### src/rtl/hdc_dlmon_pkg.sv
// Shared definitions for the HDC deadlock monitor: FSM state codes,
// block-cause encodings and the width helper for the axis index output.
package hdc_dlmon_pkg;

   // FSM state codes (kept as plain constants for legacy tool flows)
   localparam logic [1:0] MONITOR  = 2'd0;
   localparam logic [1:0] SUSPECT  = 2'd1;
   localparam logic [1:0] DEADLOCK = 2'd2;

   // Cause encoding: bit 0 = an AXI-Stream port blocked, bit 1 = an instance blocked
   localparam logic [1:0] CAUSE_NONE = 2'b00;
   localparam logic [1:0] CAUSE_AXIS = 2'b01;
   localparam logic [1:0] CAUSE_INST = 2'b10;
   localparam logic [1:0] CAUSE_BOTH = 2'b11;

   // Width of block_axis_idx: enough bits for every index plus one extra
   // MSB so that the "no axis blocked" code never aliases a real index.
   function automatic int idx_width(input int n);
      return $clog2(n) + 1;
   endfunction

   // Width of the raw encoder output; a single-input encoder still needs one bit.
   function automatic int enc_width(input int n);
      return (n > 1) ? $clog2(n) : 1;
   endfunction

   // Builds the cause code from the two blocked-source summaries.
   function automatic logic [1:0] cause_of(input logic axis_any, input logic inst_any);
      logic [1:0] c;
      c = CAUSE_NONE;
      if (axis_any && inst_any) begin
         c = CAUSE_BOTH;
      end else if (axis_any) begin
         c = CAUSE_AXIS;
      end else if (inst_any) begin
         c = CAUSE_INST;
      end else begin
         c = CAUSE_NONE;
      end
      return c;
   endfunction

endpackage

### src/rtl/hdc_prio_enc.sv
// Lowest-set-bit priority encoder with a valid flag. Bit 0 has the highest
// priority; idx is 0 when no request bit is set (valid = 0).
module hdc_prio_enc
   import hdc_dlmon_pkg::*;
#(
   parameter int N  = 2,
   parameter int IW = enc_width(N)
) (
   input  logic [N-1:0]  req,
   output logic [IW-1:0] idx,
   output logic          valid
);

   // Scan from the top down so the lowest set bit is the last one written.
   always_comb begin
      idx   = {IW{1'b0}};
      valid = 1'b0;
      for (int i = N - 1; i >= 0; i--) begin
         idx   = req[i] ? IW'(i) : idx;
         valid = valid | req[i];
      end
   end

endmodule

### src/rtl/hdc_deadlock_monitor.sv
// Deadlock watchdog for the HDC kernel dataflow instances and AXI-Stream
// ports. A global stall (every instance idle or blocked, at least one
// source blocked) must persist for TIMEOUT_CYCLES enabled cycles before the
// sticky block flag is raised. Cause and lowest blocked axis index are
// captured on entry to DEADLOCK and frozen until clear or reset.
//
// Optional build feature: define HDC_DEADLOCK_SNAPSHOT_EN to build the
// snap_axis / snap_inst capture registers; otherwise those outputs are 0.
module hdc_deadlock_monitor
   import hdc_dlmon_pkg::*;
#(
   parameter int NUM_AXIS       = 2,
   parameter int NUM_INST       = 2,
   parameter int TIMEOUT_W      = 16,
   parameter int TIMEOUT_CYCLES = 1024
) (
   input  logic                       kernel_monitor_clock,
   input  logic                       kernel_monitor_reset,
   input  logic                       enable,
   input  logic                       clear,
   input  logic [NUM_AXIS-1:0]        axis_block_sigs,
   input  logic [NUM_INST-1:0]        inst_idle_sigs,
   input  logic [NUM_INST-1:0]        inst_block_sigs,
   output logic                       block,
   output logic [1:0]                 block_cause,
   output logic [$clog2(NUM_AXIS):0]  block_axis_idx,
   output logic [TIMEOUT_W-1:0]       stall_count,
   output logic [NUM_AXIS-1:0]        snap_axis,
   output logic [NUM_INST-1:0]        snap_inst
);

   localparam int IDX_W = idx_width(NUM_AXIS);
   localparam int ENC_W = enc_width(NUM_AXIS);

   localparam logic [TIMEOUT_W-1:0] TIMEOUT_V = TIMEOUT_W'(TIMEOUT_CYCLES);
   localparam logic [TIMEOUT_W-1:0] CNT_MAX   = {TIMEOUT_W{1'b1}};
   localparam logic [TIMEOUT_W-1:0] CNT_ONE   = TIMEOUT_W'(1);
   localparam logic [TIMEOUT_W-1:0] CNT_ZERO  = {TIMEOUT_W{1'b0}};
   // "No axis blocked": MSB set, all lower bits clear.
   localparam logic [IDX_W-1:0]     IDX_NONE  = IDX_W'(1) << (IDX_W - 1);
   localparam logic [IDX_W-1:0]     IDX_ZERO  = {IDX_W{1'b0}};

   // Internal state
   logic [1:0]           state_r;
   logic [1:0]           state_nxt_s;
   logic [TIMEOUT_W-1:0] count_r;
   logic [TIMEOUT_W-1:0] count_nxt_s;
   logic [TIMEOUT_W-1:0] count_inc_s;
   logic                 block_r;
   logic [1:0]           cause_r;
   logic [IDX_W-1:0]     idx_r;

   // Stall detection and capture-time values
   logic                 axis_any_s;
   logic                 inst_any_s;
   logic                 any_blk_s;
   logic                 all_parked_s;
   logic                 stalled_s;
   logic                 capture_s;
   logic [ENC_W-1:0]     enc_idx_s;
   logic                 enc_valid_s;
   logic [IDX_W-1:0]     axis_idx_s;

   hdc_prio_enc #(
      .N  (NUM_AXIS),
      .IW (ENC_W)
   ) u_axis_enc (
      .req   (axis_block_sigs),
      .idx   (enc_idx_s),
      .valid (enc_valid_s)
   );

   // Global-stall qualification: an all-idle kernel with nothing blocked is
   // simply finished, not deadlocked, so at least one blocked source is needed.
   always_comb begin
      axis_any_s   = |axis_block_sigs;
      inst_any_s   = |inst_block_sigs;
      any_blk_s    = axis_any_s | inst_any_s;
      all_parked_s = &(inst_idle_sigs | inst_block_sigs);
      stalled_s    = any_blk_s & all_parked_s;
      if (enc_valid_s) begin
         axis_idx_s = IDX_W'(enc_idx_s);
      end else begin
         axis_idx_s = IDX_NONE;
      end
   end

   // Saturating increment so the counter can never wrap.
   always_comb begin
      if (count_r == CNT_MAX) begin
         count_inc_s = count_r;
      end else begin
         count_inc_s = count_r + CNT_ONE;
      end
   end

   // Next-state and counter logic; clear beats everything, a low enable freezes.
   always_comb begin
      state_nxt_s = state_r;
      count_nxt_s = count_r;
      capture_s   = 1'b0;
      if (clear) begin
         state_nxt_s = MONITOR;
         count_nxt_s = CNT_ZERO;
      end else if (!enable) begin
         state_nxt_s = state_r;
         count_nxt_s = count_r;
      end else begin
         case (state_r)
            MONITOR: begin
               if (stalled_s) begin
                  count_nxt_s = CNT_ONE;
                  if (TIMEOUT_V == CNT_ONE) begin
                     state_nxt_s = DEADLOCK;
                     capture_s   = 1'b1;
                  end else begin
                     state_nxt_s = SUSPECT;
                  end
               end else begin
                  state_nxt_s = MONITOR;
                  count_nxt_s = CNT_ZERO;
               end
            end
            SUSPECT: begin
               if (stalled_s) begin
                  count_nxt_s = count_inc_s;
                  if (count_inc_s == TIMEOUT_V) begin
                     state_nxt_s = DEADLOCK;
                     capture_s   = 1'b1;
                  end else begin
                     state_nxt_s = SUSPECT;
                  end
               end else begin
                  state_nxt_s = MONITOR;
                  count_nxt_s = CNT_ZERO;
               end
            end
            DEADLOCK: begin
               // Sticky: only clear or reset leaves this state.
               state_nxt_s = DEADLOCK;
               count_nxt_s = TIMEOUT_V;
            end
            default: begin
               state_nxt_s = MONITOR;
               count_nxt_s = CNT_ZERO;
            end
         endcase
      end
   end

   // FSM state and stall counter registers.
   always_ff @(posedge kernel_monitor_clock or negedge kernel_monitor_reset) begin
      if (!kernel_monitor_reset) begin
         state_r <= MONITOR;
         count_r <= CNT_ZERO;
      end else begin
         state_r <= state_nxt_s;
         count_r <= count_nxt_s;
      end
   end

   // Sticky deadlock status: captured once on DEADLOCK entry, frozen afterwards.
   always_ff @(posedge kernel_monitor_clock or negedge kernel_monitor_reset) begin
      if (!kernel_monitor_reset) begin
         block_r <= 1'b0;
         cause_r <= CAUSE_NONE;
         idx_r   <= IDX_ZERO;
      end else if (clear) begin
         block_r <= 1'b0;
         cause_r <= CAUSE_NONE;
         idx_r   <= IDX_ZERO;
      end else if (capture_s) begin
         block_r <= 1'b1;
         cause_r <= cause_of(axis_any_s, inst_any_s);
         idx_r   <= axis_idx_s;
      end else begin
         block_r <= block_r;
         cause_r <= cause_r;
         idx_r   <= idx_r;
      end
   end

`ifdef HDC_DEADLOCK_SNAPSHOT_EN
   logic [NUM_AXIS-1:0] snap_axis_r;
   logic [NUM_INST-1:0] snap_inst_r;

   // Raw blocked-signal snapshot taken on DEADLOCK entry for post-mortem debug.
   always_ff @(posedge kernel_monitor_clock or negedge kernel_monitor_reset) begin
      if (!kernel_monitor_reset) begin
         snap_axis_r <= {NUM_AXIS{1'b0}};
         snap_inst_r <= {NUM_INST{1'b0}};
      end else if (clear) begin
         snap_axis_r <= {NUM_AXIS{1'b0}};
         snap_inst_r <= {NUM_INST{1'b0}};
      end else if (capture_s) begin
         snap_axis_r <= axis_block_sigs;
         snap_inst_r <= inst_block_sigs;
      end else begin
         snap_axis_r <= snap_axis_r;
         snap_inst_r <= snap_inst_r;
      end
   end

   assign snap_axis = snap_axis_r;
   assign snap_inst = snap_inst_r;
`else
   assign snap_axis = {NUM_AXIS{1'b0}};
   assign snap_inst = {NUM_INST{1'b0}};
`endif

   assign block          = block_r;
   assign block_cause    = cause_r;
   assign block_axis_idx = idx_r;
   assign stall_count    = count_r;

endmodule

### config.mk
export PLATFORM = sky130hd
export DESIGN_NAME = hdc_deadlock_monitor
export DESIGN_NICKNAME = d
export VERILOG_FILES = /design/src/rtl/hdc_dlmon_pkg.sv /design/src/rtl/hdc_prio_enc.sv /design/src/rtl/hdc_deadlock_monitor.sv
export SDC_FILE = /design/constraint.sdc
export NUM_CORES = 1
export LEC_CHECK = 0
export BUFFER_PORTS_ARGS = -buffer_cell sky130_fd_sc_hd__buf_2
export CAP_MARGIN = 0
export CELL_PAD_IN_SITES_DETAIL_PLACEMENT = 1
export CELL_PAD_IN_SITES_GLOBAL_PLACEMENT = 1
export CORE_MARGIN = 10
export CORE_UTILIZATION = 43
export DETAILED_ROUTE_END_ITERATION = 6
export GPL_TIMING_DRIVEN = 0
export PLACE_DENSITY = 0.81
export SYNTH_ARGS = -nofsm -noshare
export SYNTH_HDL_FRONTEND = slang
export SYNTH_SLANG_ARGS = --single-unit
### constraint.sdc
create_clock -name kernel_monitor_clock -period 8.4 [get_ports kernel_monitor_clock]
set_clock_uncertainty 0.15 [all_clocks]
set_input_delay 2.52 -clock kernel_monitor_clock [delete_from_list [all_inputs] [get_ports kernel_monitor_clock]]
set_output_delay 2.52 -clock kernel_monitor_clock [all_outputs]
set_load 0.01 [all_outputs]
==> qor.yml, run 1 <==
antenna_found_initial: 0
setup_tns_ns: 0
cts_max_level: 1
grt_pass1_vias: 1855
max_clock_freq_mhz: 230
grtUsageTotal: 0.168
final_max_slew_viol_count: 0
max-cap-violations: 0
cts_setup_buffers: 0
ys_warn_count: 0
met2_length_um: 2760
num_rows: 22
slew-limit-headroom: 0.381
drt_iter0_drc: 196
hold_path.class: "flip-flop to flip-flop"
syn-cell-area_um2: 1640
layout_min_cycle_time_ns: 4.34
routed_wirelength_um: 5390
syn_inst: 200
n_antenna_cell: 0
vias: 1750
first_pass_iters: 4
synth_cell_types: 55
syn_avg_cell_area_um2: 8.19
worstSkewPairLatency_ns: 0.28
ys.flop_type: "dfrtp_1"
ios: 35
wl_met1_um: 2250
p_per_area_nw_per_um2: 109
synth-seq-cells: 23
cp_max_fo: 10
syn_to_final_growth_pct: 16.5
avgRoutedWirePerCell_um: 18.9
core_area_um2: 3660
nets: 249
cts-resized-gates: 0
io_buffers: 30
cts-root-buf: "clkbuf_8"
die_h_um: 81.7
crit_required_ns: 8.39
tightest_slew_ns: 0.921
ant_nets: 0
grt_overflow: 0
drive_above_1_share: 0.228
finalSetupViolations: 0
grt_pass1_wl_um: 9030
clk_pin_slew_worst_paths_ns: 0.10
fin_ws_ns: 4.06
final_cell_mix: "buf_2 (32), o21ai_0 (26), dfrtp_1 (23)"
start_util: 0.447
cts_buffers: 3
n_fill_cell: 481
ir_drop_v: 0.0000504
leakage_nw: 0.860
remaining_drc_errors: 0
cts_tree: "yes"
async_flop_share: 1.00
synth_edf_count: 0
post-route-period-util: 0.517
viasPerCell: 6.14
clockBufferDepth: 2
dpl.hpwl_um: 4010
rsz0062_at_grt: "false"
finalHoldViolations: 0
status: "completed"
critPathCaptureType: "flip-flop"
path_class: "input port to flip-flop"
gp_congestion: 0.863
die_area_um2: 6680
start_kind: "input port"
clock_sinks: 23
holdBufCountCts: 0
met3RoutedLength_um: 304
die_w_um: 81.7
top_layer: "met4"
dp_slack_ns: 3.78
grt_max_degree: 24
arrival_ns: 4.34
final_common_cell: "buf_2"
yosysSeqAreaShare: 0.351
-- sequential cells by signal, indices dropped and copies added, names as in the netlist --
register	cells
block	1
state_r	2
block_axis_idx	2
stall_count	16
block_cause	2
-- path summary, 6_finish.rpt --
| path | startpoint | endpoint | cells past startpoint | slack, ns |
|---|---|---|---|---|
| setup / recovery | axis_block_sigs[0] | stall_count[11] | 9 | 4.06 |
| hold / removal | block | block | 2 | 0.35 |
| setup reg to reg | stall_count[0] | block_cause[0] | 10 | 5.09 |
| hold reg to reg | block | block | 2 | 0.35 |
| max in group asynchronous | kernel_monitor_reset | stall_count[8] | 1 | 5.68 |
| min in group asynchronous | kernel_monitor_reset | stall_count[2] | 1 | 2.06 |
-- routing by layer --
layer / global-route usage / vias up
li1: - / 815
met1: 0.205 / 880
met2: 0.296 / 48
met3: 0.0328 / 7
met4: 0.0442 / 0
met5: 0 / -
-- logic make-up (layout without fill, tap and decap cells) --
logic type / count (synthesis) / after routing / share of synthesized area
other: 1 / 4 / 0.00229
XOR/XNOR: 2 / 2 / 0.0107
multiplexers: 3 / 3 / 0.0222
adder cells (fa/ha/maj): 1 / 1 / 0.00764
flip-flops: 23 / 23 / 0.351
AO/OA/AOI/OAI: 62 / 62 / 0.241
buffers and inverters: 20 / 54 / 0.0619
AND/OR/NAND/NOR: 88 / 88 / 0.303
-- Yosys cell counts, types with 3 or more instances --
master	number	area, um2
nor2_1	17	63.8
clkbuf_1	9	33.8
nand2_1	18	67.6
buf_4	4	30.0
nand3_1	8	40.0
and3_1	5	31.3
o21ai_0	26	130
and4_1	4	35.0
a22o_1	4	35.0
nand4_1	11	68.8
or3_1	3	18.8
nor3_1	5	25.0
a21oi_1	11	55.1
dfrtp_1	23	576
inv_1	3	11.3
-- through the flow --
step	total power, mW	util	instances	hold slack (ns)	area, um2
after floorplan	0.125	-	203	0.342	1650
after global placement	0.133	0.508	281	0.323	1860
after detailed placement	0.134	0.508	281	0.341	1860
after CTS	0.208	0.521	285	0.364	1910
after global routing	0.217	0.521	285	0.413	1910
final	0.207	0.521	285	0.351	1910
-- critical path, stage by stage --
cell and delay, ns:
buf_2 0.11, o31a_1 0.30, o211ai_1 0.25, nor2_1 0.13, nand2_1 0.28, clkbuf_1 0.41
o21ai_0 0.17, nand2_1 0.09, o21ai_0 0.08
-- cell type report --
class,instances,area (um2),share of cell area
Timing Repair Buffer,30,150,0.0787
Sequential cell,23,576,0.302
Multi-Input combinational cell,160,972,0.510
Clock inverter,1,7.51,0.00393
Clock buffer,3,41.3,0.0216
Buffer,17,90.1,0.0472
Inverter,3,11.3,0.00590
Tap cell,48,60.1,0.0315
-- power by group --
| part | internal [mW] | switching [mW] |
|---|---|---|
| combinational | 0.00691 | 0.0113 |
| sequential | 0.112 | 0.00202 |
| clock | 0.0337 | 0.0417 |
| total | 0.152 | 0.0551 |
No activity file was read; power rests on OpenSTA's default activity.
==> inputs of run 2 (changes only) <==
- CORE_UTILIZATION: 43 -> 40
- PLACE_DENSITY: 0.81 -> 0.76
- clock period: 8.4 -> 4.24 ns (I/O delays scaled with it)
==> run 2 against run 1 <==
  * Critical path depth rose by 1
  * Via count is 2.5% lower
  * Total power grew 100%
  * Non-clock buffer count is the same
  * Largest cell class unchanged
  * Sequential share of layout area barely moved
  * Register-to-register slack worse by 4.1 ns
  * Die area up 5.6%
  * Cell count is 0.70% higher
==> qor.yml, run 2 (same netlist as run 1, synthesis figures left out) <==
status: "completed"
grt_pass1_wl_um: 8640
n_antenna_cell: 0
cp_slowest_stage_delay_ns: 0.47
layout_min_cycle_time_ns: 3.26
start_kind: "flip-flop"
clk_pin_slew_worst_paths_ns: 0.10
arrival_ns: 3.33
io_buffers: 30
gp_congestion: 0.877
crit_top_cell: "and4_1"
vias: 1707
multiInputGateArea_um2: 972
clock_sinks: 23
largest_reg_flops: 16
cts_max_level: 1
cp_max_fo: 10
cp-endpoint: "block_cause[0]"
slowest_stage: "dfrtp_1"
final_max_slew_viol_count: 0
viasPerCell: 5.95
leakage_nw: 0.860
seq_area_um2: 576
grtUsageTotal: 0.144
holdBufCountCts: 0
die_h_um: 84.0
worstHoldStart: "block"
ir_drop_v: 0.000184
drive_above_1_share: 0.228
tightest_slew_ns: 0.806
cts_tree: "yes"
r2r-end: "block_cause[0]"
r2r_slack_ns: 0.98
p_per_area_nw_per_um2: 217
p_total_uw: 415
die_area_um2: 7050
core_area_um2: 3970
rsz0062_at_grt: "false"
hold_path.class: "flip-flop to flip-flop"
final_common_cell: "buf_2"
die_w_um: 84.0
clockBufferDepth: 2
path_delay_family: "simple AND/OR/NAND/NOR gates"
worst-path-buf-inv: 2
syn_to_final_growth_pct: 16.7
post-route-period-util: 0.768
fin_util: 0.481
avgRoutedWirePerCell_um: 18.1
cts-resized-gates: 0
worstSkewPairLatency_ns: 0.28
cp-startpoint: "stall_count[1]"
r2r.worst_path.cells: 10
n_fill_cell: 519
crit_required_ns: 4.31
grt_overflow: 0
finalSetupViolations: 0
grtUsageMet3: 0.0332
finalHoldViolations: 0
busiest_layer: "met2"
rr_startpoint: "stall_count[1]"
nets: 249
grt_pass1_vias: 1729
start_util: 0.412
drt_iter0_drc: 134
antenna_found_initial: 0
dpl.hpwl_um: 3920
met2_usage: 0.245
cts-root-buf: "clkbuf_8"
met1_usage: 0.176
ant_nets: 0
critPathCaptureType: "flip-flop"
cp_num_cells: 10
max_clock_freq_mhz: 307
final_cell_mix: "buf_2 (32), o21ai_0 (26), dfrtp_1 (23)"
routed_wirelength_um: 5210
first_pass_iters: 4
crit_chain: "ha_1 -> and4_1 -> clkbuf_1 -> nand4_2 -> a31o_2 -> a222oi_1 -> and4_1 -> buf_6 -> mux2_4 -> nor2_2"
setup_tns_ns: 0
ios: 35
slew-limit-headroom: 0.458
cts_setup_buffers: 0
max-cap-violations: 0
cts_buffers: 3
remaining_drc_errors: 0
num_rows: 23
grt_max_degree: 24
path_class: "flip-flop to flip-flop"
whs_path_depth: 2
run 2: cell counts in the layout (fill, tap and decap cells not counted):
No cell type changed its count.
run 2: power breakdown:
| group | switching [mW] | internal (mW) | leakage [nW] |
|---|---|---|---|
| Combinational | 0.0218 | 0.0137 | 0.519 |
| Clock | 0.0875 | 0.0669 | 0.0217 |
| Sequential | 0.00394 | 0.221 | 0.319 |
| Total | 0.113 | 0.302 | 0.860 |
run 2: worst min path at each step:
stage	endpoint	slack, ns
6_report	block	0.36
5_1_grt	block	0.41
4_1_cts	block	0.36
3_5_place_dp	block	0.34
3_3_place_gp	block	0.32
2_1_floorplan	state_r[1]	0.34
run 2: tightest hold or removal path, stage by stage, from the launching register on:
cell	delay, ns
dfrtp_1	0.36
nor2_1	0.05
nor2_1	0.07
run 2: per-layer routing:
layer | vias to the layer above | wire (um)
li1 | 820 | -
met1 | 845 | 2370
met5 | - | 0
met3 | 4 | 292
met2 | 38 | 2500
met4 | 0 | 47
run 2: area by class of cell:
| type | instances | area share |
|---|---|---|
| inverters | 3 | 0.00589 |
| clock inverters | 1 | 0.00393 |
| clock buffers | 3 | 0.0216 |
| flip-flops and latches | 23 | 0.301 |
| plain buffers | 17 | 0.0472 |
| multi-input cells | 160 | 0.509 |
| repair buffers | 30 | 0.0786 |
| well taps | 50 | 0.0327 |
run 2: through the flow:
step | setup WS, ns | area, um2 | std cells | hold slack [ns]
2_1_floorplan | 1.39 | 1650 | 203 | 0.342
3_3_place_gp | 0.904 | 1860 | 283 | 0.323
3_5_place_dp | 0.867 | 1860 | 283 | 0.340
4_1_cts | 0.994 | 1910 | 287 | 0.362
5_1_grt | 0.753 | 1910 | 287 | 0.415
6_report | 0.983 | 1910 | 287 | 0.359
